[src/rtl/sargantana_icache_miss_ctrl_if.sv]
// Bus bundle between the icache miss controller and its environment:
// the core fetch port, tag-compare and array strobes, the replacement-unit
// way handshake and the L2 refill port.
//   master : the miss controller (drives core_ready_o, strobes, L2 request)
//   slave  : the environment (core, tag arrays, replacement unit, L2)
interface sargantana_icache_miss_ctrl_if #(
  parameter int unsigned IDX_WIDTH = 6,
  parameter int unsigned TAG_WIDTH = 20,
  parameter int unsigned N_WAY     = 4
);
  localparam int unsigned WAY_W = (N_WAY > 1) ? $clog2(N_WAY) : 1;

  logic                           core_req_valid_i;
  logic [IDX_WIDTH-1:0]           core_req_idx_i;
  logic [TAG_WIDTH-1:0]           core_req_tag_i;
  logic                           core_ready_o;
  logic                           kill_i;
  logic                           flush_i;
  logic                           hit_i;
  logic                           resp_valid_o;
  logic                           cache_rd_ena_o;
  logic                           cache_wr_ena_o;
  logic                           cmp_en_o;
  logic [IDX_WIDTH-1:0]           cline_index_o;
  logic                           inval_o;
  logic                           flush_busy_o;
  logic [WAY_W-1:0]               way_to_replace_d_i;
  logic [WAY_W-1:0]               way_to_replace_q_o;
  logic                           l2_req_valid_o;
  logic                           l2_req_ready_i;
  logic [TAG_WIDTH+IDX_WIDTH-1:0] l2_req_addr_o;
  logic                           l2_resp_valid_i;

  modport master (
    input  core_req_valid_i, core_req_idx_i, core_req_tag_i, kill_i, flush_i,
           hit_i, way_to_replace_d_i, l2_req_ready_i, l2_resp_valid_i,
    output core_ready_o, resp_valid_o, cache_rd_ena_o, cache_wr_ena_o,
           cmp_en_o, cline_index_o, inval_o, flush_busy_o, way_to_replace_q_o,
           l2_req_valid_o, l2_req_addr_o
  );

  modport slave (
    output core_req_valid_i, core_req_idx_i, core_req_tag_i, kill_i, flush_i,
           hit_i, way_to_replace_d_i, l2_req_ready_i, l2_resp_valid_i,
    input  core_ready_o, resp_valid_o, cache_rd_ena_o, cache_wr_ena_o,
           cmp_en_o, cline_index_o, inval_o, flush_busy_o, way_to_replace_q_o,
           l2_req_valid_o, l2_req_addr_o
  );
endinterface

[src/rtl/sargantana_icache_miss_ctrl.sv]
// Instruction-cache request/miss controller: sequences fetch lookup, tag
// compare, L2 refill, refill write and full-cache invalidation sweeps, and
// holds the way-to-replace register for the replacement unit.
//   clk_i : clock
//   rst_i : synchronous active-high reset
//   bus   : master side of sargantana_icache_miss_ctrl_if (core, arrays,
//           replacement unit and L2 refill signals)
module sargantana_icache_miss_ctrl #(
  parameter int unsigned IDX_WIDTH = 6,
  parameter int unsigned TAG_WIDTH = 20,
  parameter int unsigned N_WAY     = 4
) (
  input  logic                          clk_i,
  input  logic                          rst_i,
  sargantana_icache_miss_ctrl_if.master bus
);
  localparam int unsigned WAY_W = (N_WAY > 1) ? $clog2(N_WAY) : 1;

  typedef enum logic [2:0] {
    IDLE, COMPARE, MISS_REQ, MISS_WAIT, REFILL, FLUSH
  } state_e;

  state_e               state_q, state_d;
  logic [IDX_WIDTH-1:0] idx_q;
  logic [TAG_WIDTH-1:0] tag_q;
  logic [IDX_WIDTH-1:0] cnt_q, cnt_d;
  logic                 drop_q, drop_d;
  logic                 pend_q, pend_d;
  logic [WAY_W-1:0]     way_q;
  logic                 cmp_en_q;
  logic                 l2_req_valid_q;
  logic                 wr_ena_q;
  logic                 flush_q;
  logic                 accept;

  assign bus.core_ready_o = (state_q == IDLE) && !bus.flush_i;
  assign accept           = bus.core_req_valid_i && bus.core_ready_o;

  // Next-state, drop and flush-pending bookkeeping.
  always_comb begin
    state_d = state_q;
    cnt_d   = cnt_q;
    drop_d  = drop_q;
    pend_d  = pend_q;
    case (state_q)
      IDLE: begin
        if (bus.flush_i) begin
          state_d = FLUSH;
          cnt_d   = '0;
        end else if (accept) begin
          state_d = COMPARE;
        end
      end
      COMPARE: begin
        if (bus.flush_i) begin
          state_d = FLUSH;
          cnt_d   = '0;
        end else if (bus.kill_i || bus.hit_i) begin
          state_d = IDLE;
        end else begin
          state_d = MISS_REQ;
        end
      end
      MISS_REQ: begin
        // The L2 request is already visible, so it is completed; only its
        // response gets discarded.
        if (bus.kill_i || bus.flush_i) drop_d = 1'b1;
        if (bus.flush_i)               pend_d = 1'b1;
        if (bus.l2_req_ready_i)        state_d = MISS_WAIT;
      end
      MISS_WAIT: begin
        if (bus.kill_i || bus.flush_i) drop_d = 1'b1;
        if (bus.flush_i)               pend_d = 1'b1;
        if (bus.l2_resp_valid_i) begin
          if (drop_d) begin
            state_d = pend_d ? FLUSH : IDLE;
            cnt_d   = '0;
            drop_d  = 1'b0;
            pend_d  = 1'b0;
          end else begin
            state_d = REFILL;
          end
        end
      end
      REFILL: begin
        state_d = (pend_q || bus.flush_i) ? FLUSH : IDLE;
        cnt_d   = '0;
        drop_d  = 1'b0;
        pend_d  = 1'b0;
      end
      FLUSH: begin
        cnt_d = IDX_WIDTH'(cnt_q + 1'b1);
        if (cnt_q == {IDX_WIDTH{1'b1}}) state_d = IDLE;
      end
      default: state_d = IDLE;
    endcase
  end

  // State, request latch, way register and state-decoded output flops.
  always_ff @(posedge clk_i) begin
    if (rst_i) begin
      state_q        <= IDLE;
      idx_q          <= '0;
      tag_q          <= '0;
      cnt_q          <= '0;
      drop_q         <= 1'b0;
      pend_q         <= 1'b0;
      way_q          <= '0;
      cmp_en_q       <= 1'b0;
      l2_req_valid_q <= 1'b0;
      wr_ena_q       <= 1'b0;
      flush_q        <= 1'b0;
    end else begin
      state_q        <= state_d;
      cnt_q          <= cnt_d;
      drop_q         <= drop_d;
      pend_q         <= pend_d;
      way_q          <= bus.way_to_replace_d_i;
      cmp_en_q       <= (state_d == COMPARE);
      l2_req_valid_q <= (state_d == MISS_REQ);
      wr_ena_q       <= (state_d == REFILL);
      flush_q        <= (state_d == FLUSH);
      if (accept) begin
        idx_q <= bus.core_req_idx_i;
        tag_q <= bus.core_req_tag_i;
      end
    end
  end

  // A hit is reported in the compare cycle itself unless the core killed it.
  assign bus.resp_valid_o   = ((state_q == COMPARE) && bus.hit_i && !bus.kill_i) || wr_ena_q;
  assign bus.cache_rd_ena_o = accept;
  assign bus.cache_wr_ena_o = wr_ena_q;
  assign bus.cmp_en_o       = cmp_en_q;
  assign bus.inval_o        = flush_q;
  assign bus.flush_busy_o   = flush_q;
  assign bus.l2_req_valid_o = l2_req_valid_q;
  assign bus.l2_req_addr_o  = {tag_q, idx_q};
  assign bus.way_to_replace_q_o = way_q;

  // Lookup uses the incoming index; the sweep uses the counter.
  always_comb begin
    bus.cline_index_o = idx_q;
    if (state_q == IDLE)       bus.cline_index_o = accept ? bus.core_req_idx_i : '0;
    else if (state_q == FLUSH) bus.cline_index_o = cnt_q;
  end
endmodule

[src/flat_wrapper.sv]
// flat-port wrapper written by rule: the top's interface ports become plain ports
module sargantana_icache_miss_ctrl_flat 
#(
  parameter int unsigned IDX_WIDTH = 6,
  parameter int unsigned TAG_WIDTH = 20,
  parameter int unsigned N_WAY     = 4
)
  (clk_i, rst_i, bus_core_req_valid_i, bus_core_req_idx_i, bus_core_req_tag_i, bus_kill_i, bus_flush_i, bus_hit_i, bus_way_to_replace_d_i, bus_l2_req_ready_i, bus_l2_resp_valid_i, bus_core_ready_o, bus_resp_valid_o, bus_cache_rd_ena_o, bus_cache_wr_ena_o, bus_cmp_en_o, bus_cline_index_o, bus_inval_o, bus_flush_busy_o, bus_way_to_replace_q_o, bus_l2_req_valid_o, bus_l2_req_addr_o);
  sargantana_icache_miss_ctrl_if #(.IDX_WIDTH(IDX_WIDTH), .TAG_WIDTH(TAG_WIDTH), .N_WAY(N_WAY)) bus_i ();
  input  logic clk_i;
  input  logic rst_i;
  input wire logic [$bits(bus_i.core_req_valid_i)-1:0] bus_core_req_valid_i;
  input wire logic [$bits(bus_i.core_req_idx_i)-1:0] bus_core_req_idx_i;
  input wire logic [$bits(bus_i.core_req_tag_i)-1:0] bus_core_req_tag_i;
  input wire logic [$bits(bus_i.kill_i)-1:0] bus_kill_i;
  input wire logic [$bits(bus_i.flush_i)-1:0] bus_flush_i;
  input wire logic [$bits(bus_i.hit_i)-1:0] bus_hit_i;
  input wire logic [$bits(bus_i.way_to_replace_d_i)-1:0] bus_way_to_replace_d_i;
  input wire logic [$bits(bus_i.l2_req_ready_i)-1:0] bus_l2_req_ready_i;
  input wire logic [$bits(bus_i.l2_resp_valid_i)-1:0] bus_l2_resp_valid_i;
  output wire logic [$bits(bus_i.core_ready_o)-1:0] bus_core_ready_o;
  output wire logic [$bits(bus_i.resp_valid_o)-1:0] bus_resp_valid_o;
  output wire logic [$bits(bus_i.cache_rd_ena_o)-1:0] bus_cache_rd_ena_o;
  output wire logic [$bits(bus_i.cache_wr_ena_o)-1:0] bus_cache_wr_ena_o;
  output wire logic [$bits(bus_i.cmp_en_o)-1:0] bus_cmp_en_o;
  output wire logic [$bits(bus_i.cline_index_o)-1:0] bus_cline_index_o;
  output wire logic [$bits(bus_i.inval_o)-1:0] bus_inval_o;
  output wire logic [$bits(bus_i.flush_busy_o)-1:0] bus_flush_busy_o;
  output wire logic [$bits(bus_i.way_to_replace_q_o)-1:0] bus_way_to_replace_q_o;
  output wire logic [$bits(bus_i.l2_req_valid_o)-1:0] bus_l2_req_valid_o;
  output wire logic [$bits(bus_i.l2_req_addr_o)-1:0] bus_l2_req_addr_o;
  assign bus_i.core_req_valid_i = bus_core_req_valid_i;
  assign bus_i.core_req_idx_i = bus_core_req_idx_i;
  assign bus_i.core_req_tag_i = bus_core_req_tag_i;
  assign bus_i.kill_i = bus_kill_i;
  assign bus_i.flush_i = bus_flush_i;
  assign bus_i.hit_i = bus_hit_i;
  assign bus_i.way_to_replace_d_i = bus_way_to_replace_d_i;
  assign bus_i.l2_req_ready_i = bus_l2_req_ready_i;
  assign bus_i.l2_resp_valid_i = bus_l2_resp_valid_i;
  assign bus_core_ready_o = bus_i.core_ready_o;
  assign bus_resp_valid_o = bus_i.resp_valid_o;
  assign bus_cache_rd_ena_o = bus_i.cache_rd_ena_o;
  assign bus_cache_wr_ena_o = bus_i.cache_wr_ena_o;
  assign bus_cmp_en_o = bus_i.cmp_en_o;
  assign bus_cline_index_o = bus_i.cline_index_o;
  assign bus_inval_o = bus_i.inval_o;
  assign bus_flush_busy_o = bus_i.flush_busy_o;
  assign bus_way_to_replace_q_o = bus_i.way_to_replace_q_o;
  assign bus_l2_req_valid_o = bus_i.l2_req_valid_o;
  assign bus_l2_req_addr_o = bus_i.l2_req_addr_o;
  sargantana_icache_miss_ctrl #(.IDX_WIDTH(IDX_WIDTH), .TAG_WIDTH(TAG_WIDTH), .N_WAY(N_WAY)) u_core (.clk_i(clk_i), .rst_i(rst_i), .bus(bus_i));
endmodule
[config.mk]
export PLATFORM = sky130hd
export DESIGN_NAME = sargantana_icache_miss_ctrl_flat
export DESIGN_NICKNAME = d
export VERILOG_FILES = /design/src/rtl/sargantana_icache_miss_ctrl_if.sv /design/src/rtl/sargantana_icache_miss_ctrl.sv /design/src/flat_wrapper.sv
export SDC_FILE = /design/constraint.sdc
export NUM_CORES = 1
export LEC_CHECK = 0
export CAP_MARGIN = 0
export CORE_UTILIZATION = 31
export DETAILED_ROUTE_END_ITERATION = 10
export PLACE_DENSITY = 0.65
export SLEW_MARGIN = 5
export SYNTH_ARGS = -nofsm -noshare
export SYNTH_HDL_FRONTEND = slang
export SYNTH_SLANG_ARGS = --single-unit
[constraint.sdc]
create_clock -name clk_i -period 1.5 [get_ports clk_i]
set_input_delay 0.225 -clock clk_i [delete_from_list [all_inputs] [get_ports clk_i]]
set_output_delay 0.225 -clock clk_i [all_outputs]
set_load 0.01 [all_outputs]
==> summary.txt <==
Outcome
  • Status: finished, violations left
  • Violated checks: negative setup slack

STA
  • Slew headroom: 76.3%
  • Setup ws final: -282 ps
  • TNS Setup: -2650 ps
  • WHS: 456 ps
  • RSZ-0062 raised after global routing: yes
  • Achievable Freq: 561 MHz
  • Final max-slew violation count: 0
  • Worst Max-Slew Pin Slew: 353 ps
  • Tmin final: 1780 ps
  • Final hold violations: 0
  • # setup viols final: 16
  • Final worst-path cycle share: 119%
  • Worst Skew: 7.85 ps

Clock tree
  • Bufs on Longest Clock Path: 2
  • Clock-pin slew on the worst setup and hold paths: 90 ps
  • Clock root buffer: clkbuf_8
  • Num CTS Buffers: 5
  • Worst-Skew Late Latency: 300 ps
  • TritonCTS Sinks: 43
  • H-tree depth: 2
  • CTS tree: done

Routing
  • Pre-antenna DRT Iters: 4
  • Metal2 WL: 2.92 mm
  • Total number of vias: 2,070
  • Initial DRC Count: 79
  • Via/cell ratio: 4.87
  • Final wirelength: 6.00 mm
  • Wl on met1: 2.62 mm
  • Top routing layer used: met4
  • Residual DRC count: 0
  • Final ANT Viol Nets: 0
  • Drt wl/cell: 14.1 microns
  • Routed wl met3: 356 microns

Yosys
  • Most used DFF post-synth: dfxtp_1
  • Synth Register Bits: 43
  • Netlist cell types: 47
  • Avg Inst Size Synth: 8.46 sq um
  • Mapped Area: 0.00191 sq mm
  • Yosys warning total: 0
  • Async SR Flop Fraction: 0%
  • Cells after synthesis: 226
  • Sequential-to-total area share from yosys stat: 45.0%
  • Synthesized Nets: 263
  • Post-synth EDFFs: 0

GRT
  • Total grt overflow: 0
  • Pin count of the biggest net entering global routing: 28
  • First-pass GRT wire length: 8.92 mm
  • Initial antenna violation count: 0
  • Vias in the first global route: 1,903
  • GRT Util Overall: 18.2%

Final layout
  • Commonest non-fill, non-tap cell in the layout: clkdlybuf4s50_1
  • Area delta synth->final: 83.4%
  • Design Area, Final: 0.00351 sq mm
  • Share of cells above drive strength 1: 35.4%
  • Commonest non-fill, non-tap cells in the layout: clkdlybuf4s50_1, nand2_1, buf_4, dfxtp_1, a21oi_1
  • N_diodes: 0
  • Final #Nets: 386

Worst setup path
  • Worst EP required: 1270 ps
  • Worst-path fanout max: 5
  • WS Path Type: reg2out
  • CP arrival: 1560 ps
  • Setup crit end kind: output port
  • Setup crit start kind: flop
  • R2r worst-path depth: 8

Placed design
  • DP Wirelength: 3.59 mm
  • Port Buffers: 77
  • GP Congestion: 0.880
  • Placed cell area: 0.00291 sq mm

Die
  • Core area: 0.00592 sq mm
  • Die Y-Extent: 80.5 microns
  • Site row count: 28
  • Die Area: 0.00649 sq mm
  • Die Wd: 80.5 microns
  • Initial Utilization: 32.3%
  • I/O Pins: 78

Power and ir drop
  • PD cells: 845 mW/mm^2
  • P_leak: 1.44 nW
  • Pwr Total: 2.96 mW
  • Max IR drop VDD: 417 uV

Hold path
  • HP Class: reg2reg
  • Worst Hold Path Cells: 2

Flow run
  • Max_cap viols: 0
-- layout make-up --
type / count / area, sq um
Clock buffer: 5 / 68.8
Multi-Input combinational cell: 164 / 1160
Timing Repair Buffer: 131 / 1220
Timing Repair inverter: 1 / 16.3
Tap cell: 75 / 93.8
Inverter: 3 / 26.3
Clock inverter: 3 / 43.8
Sequential cell: 43 / 875
Fill cell: 497 / 2410
-- metal layers --
metal | track usage (%) | vias up
met5 | 0 | -
met4 | 7.86 | 0
met3 | 4.77 | 8
met2 | 30.8 | 62
met1 | 21.6 | 974
li1 | - | 1026
-- where the power goes --
part,switching [mW],internal [mW]
clock,0.425,0.496
sequential,0.0368,1.20
combinational,0.368,0.438
-- flip-flops by register name (all words and copies together), names as in the netlist --
signal	count
u_core.tag_q	20
u_core.cnt_q	6
u_core.idx_q	6
u_core.state_q	3
u_core.bus.way_to_replace_q_o	2
u_core.bus.cache_wr_ena_o	1
u_core.bus.cmp_en_o	1
u_core.bus.flush_busy_o	1
u_core.bus.l2_req_valid_o	1
u_core.drop_q	1
u_core.pend_q	1
-- cell usage after synthesis, drive strengths merged (2+ instances only) --
cell    number  area, sq um
o21ai       10         50.0
nor4b        2         30.0
nor4         2         27.5
a31oi        2         12.5
inv          2         7.50
nor3         3         15.0
a21oi       34          174
or2          3         18.8
a211oi       2         15.0
a221oi       2         23.8
mux2i        6         60.1
nand3b       2         18.8
buf          9         77.6
nor2        11         41.3
and3b        2         17.5
dfxtp       43          861
nand2       58          225
nand2b       3         18.8
clkbuf       7         26.3
nor2b        2         12.5
a311oi       4         41.3
and3         3         18.8
-- timing repair --
action | in CTS | in global routing
gates resized for setup | 87 | 40
setup endpoints to repair | 22 | 40
cloned | 1 | 1
hold buffers | 0 | 0
setup buffers | 18 | 9
pin swaps | 12 | 13
-- critical path, stage by stage, from the launching register on --
cell,delay [ps]
dfxtp_4,370
nor4_4,260
buf_4,180
nand2_8,80
clkinv_8,100
nand2_4,60
o21ai_2,60
buf_2,140
-- stage by stage --
step                cells  setup slack (ps)  util [%]
global placement      392              -656      49.2
floorplan             226              26.3         -
CTS                   419              -274      55.6
detailed placement    392              -699      49.2
global route          425              -341      59.2
finish                425              -282      59.2
-- final timing paths --
check                    start                        end  slack [ps]
min            u_core.tag_q[6]            u_core.tag_q[6]         460
max          u_core.state_q[1]       bus_cline_index_o[1]        -280
max reg2reg  u_core.state_q[1]  u_core.bus.l2_req_valid_o        -190
min reg2reg    u_core.tag_q[6]            u_core.tag_q[6]         460
-- cell families (layout without fill, tap and decap cells) --
family	count (synthesis)	in the layout	synth area share, %
AOI/OAI and AO/OA	62	62	20.4
muxes	6	6	3.14
and+or+nand+nor	95	95	24.7
DFF	43	43	45.0
buffers and inverters	19	143	6.09
adders and majority gates	1	1	0.654
Note: power is estimated with default switching activity, not from simulation.
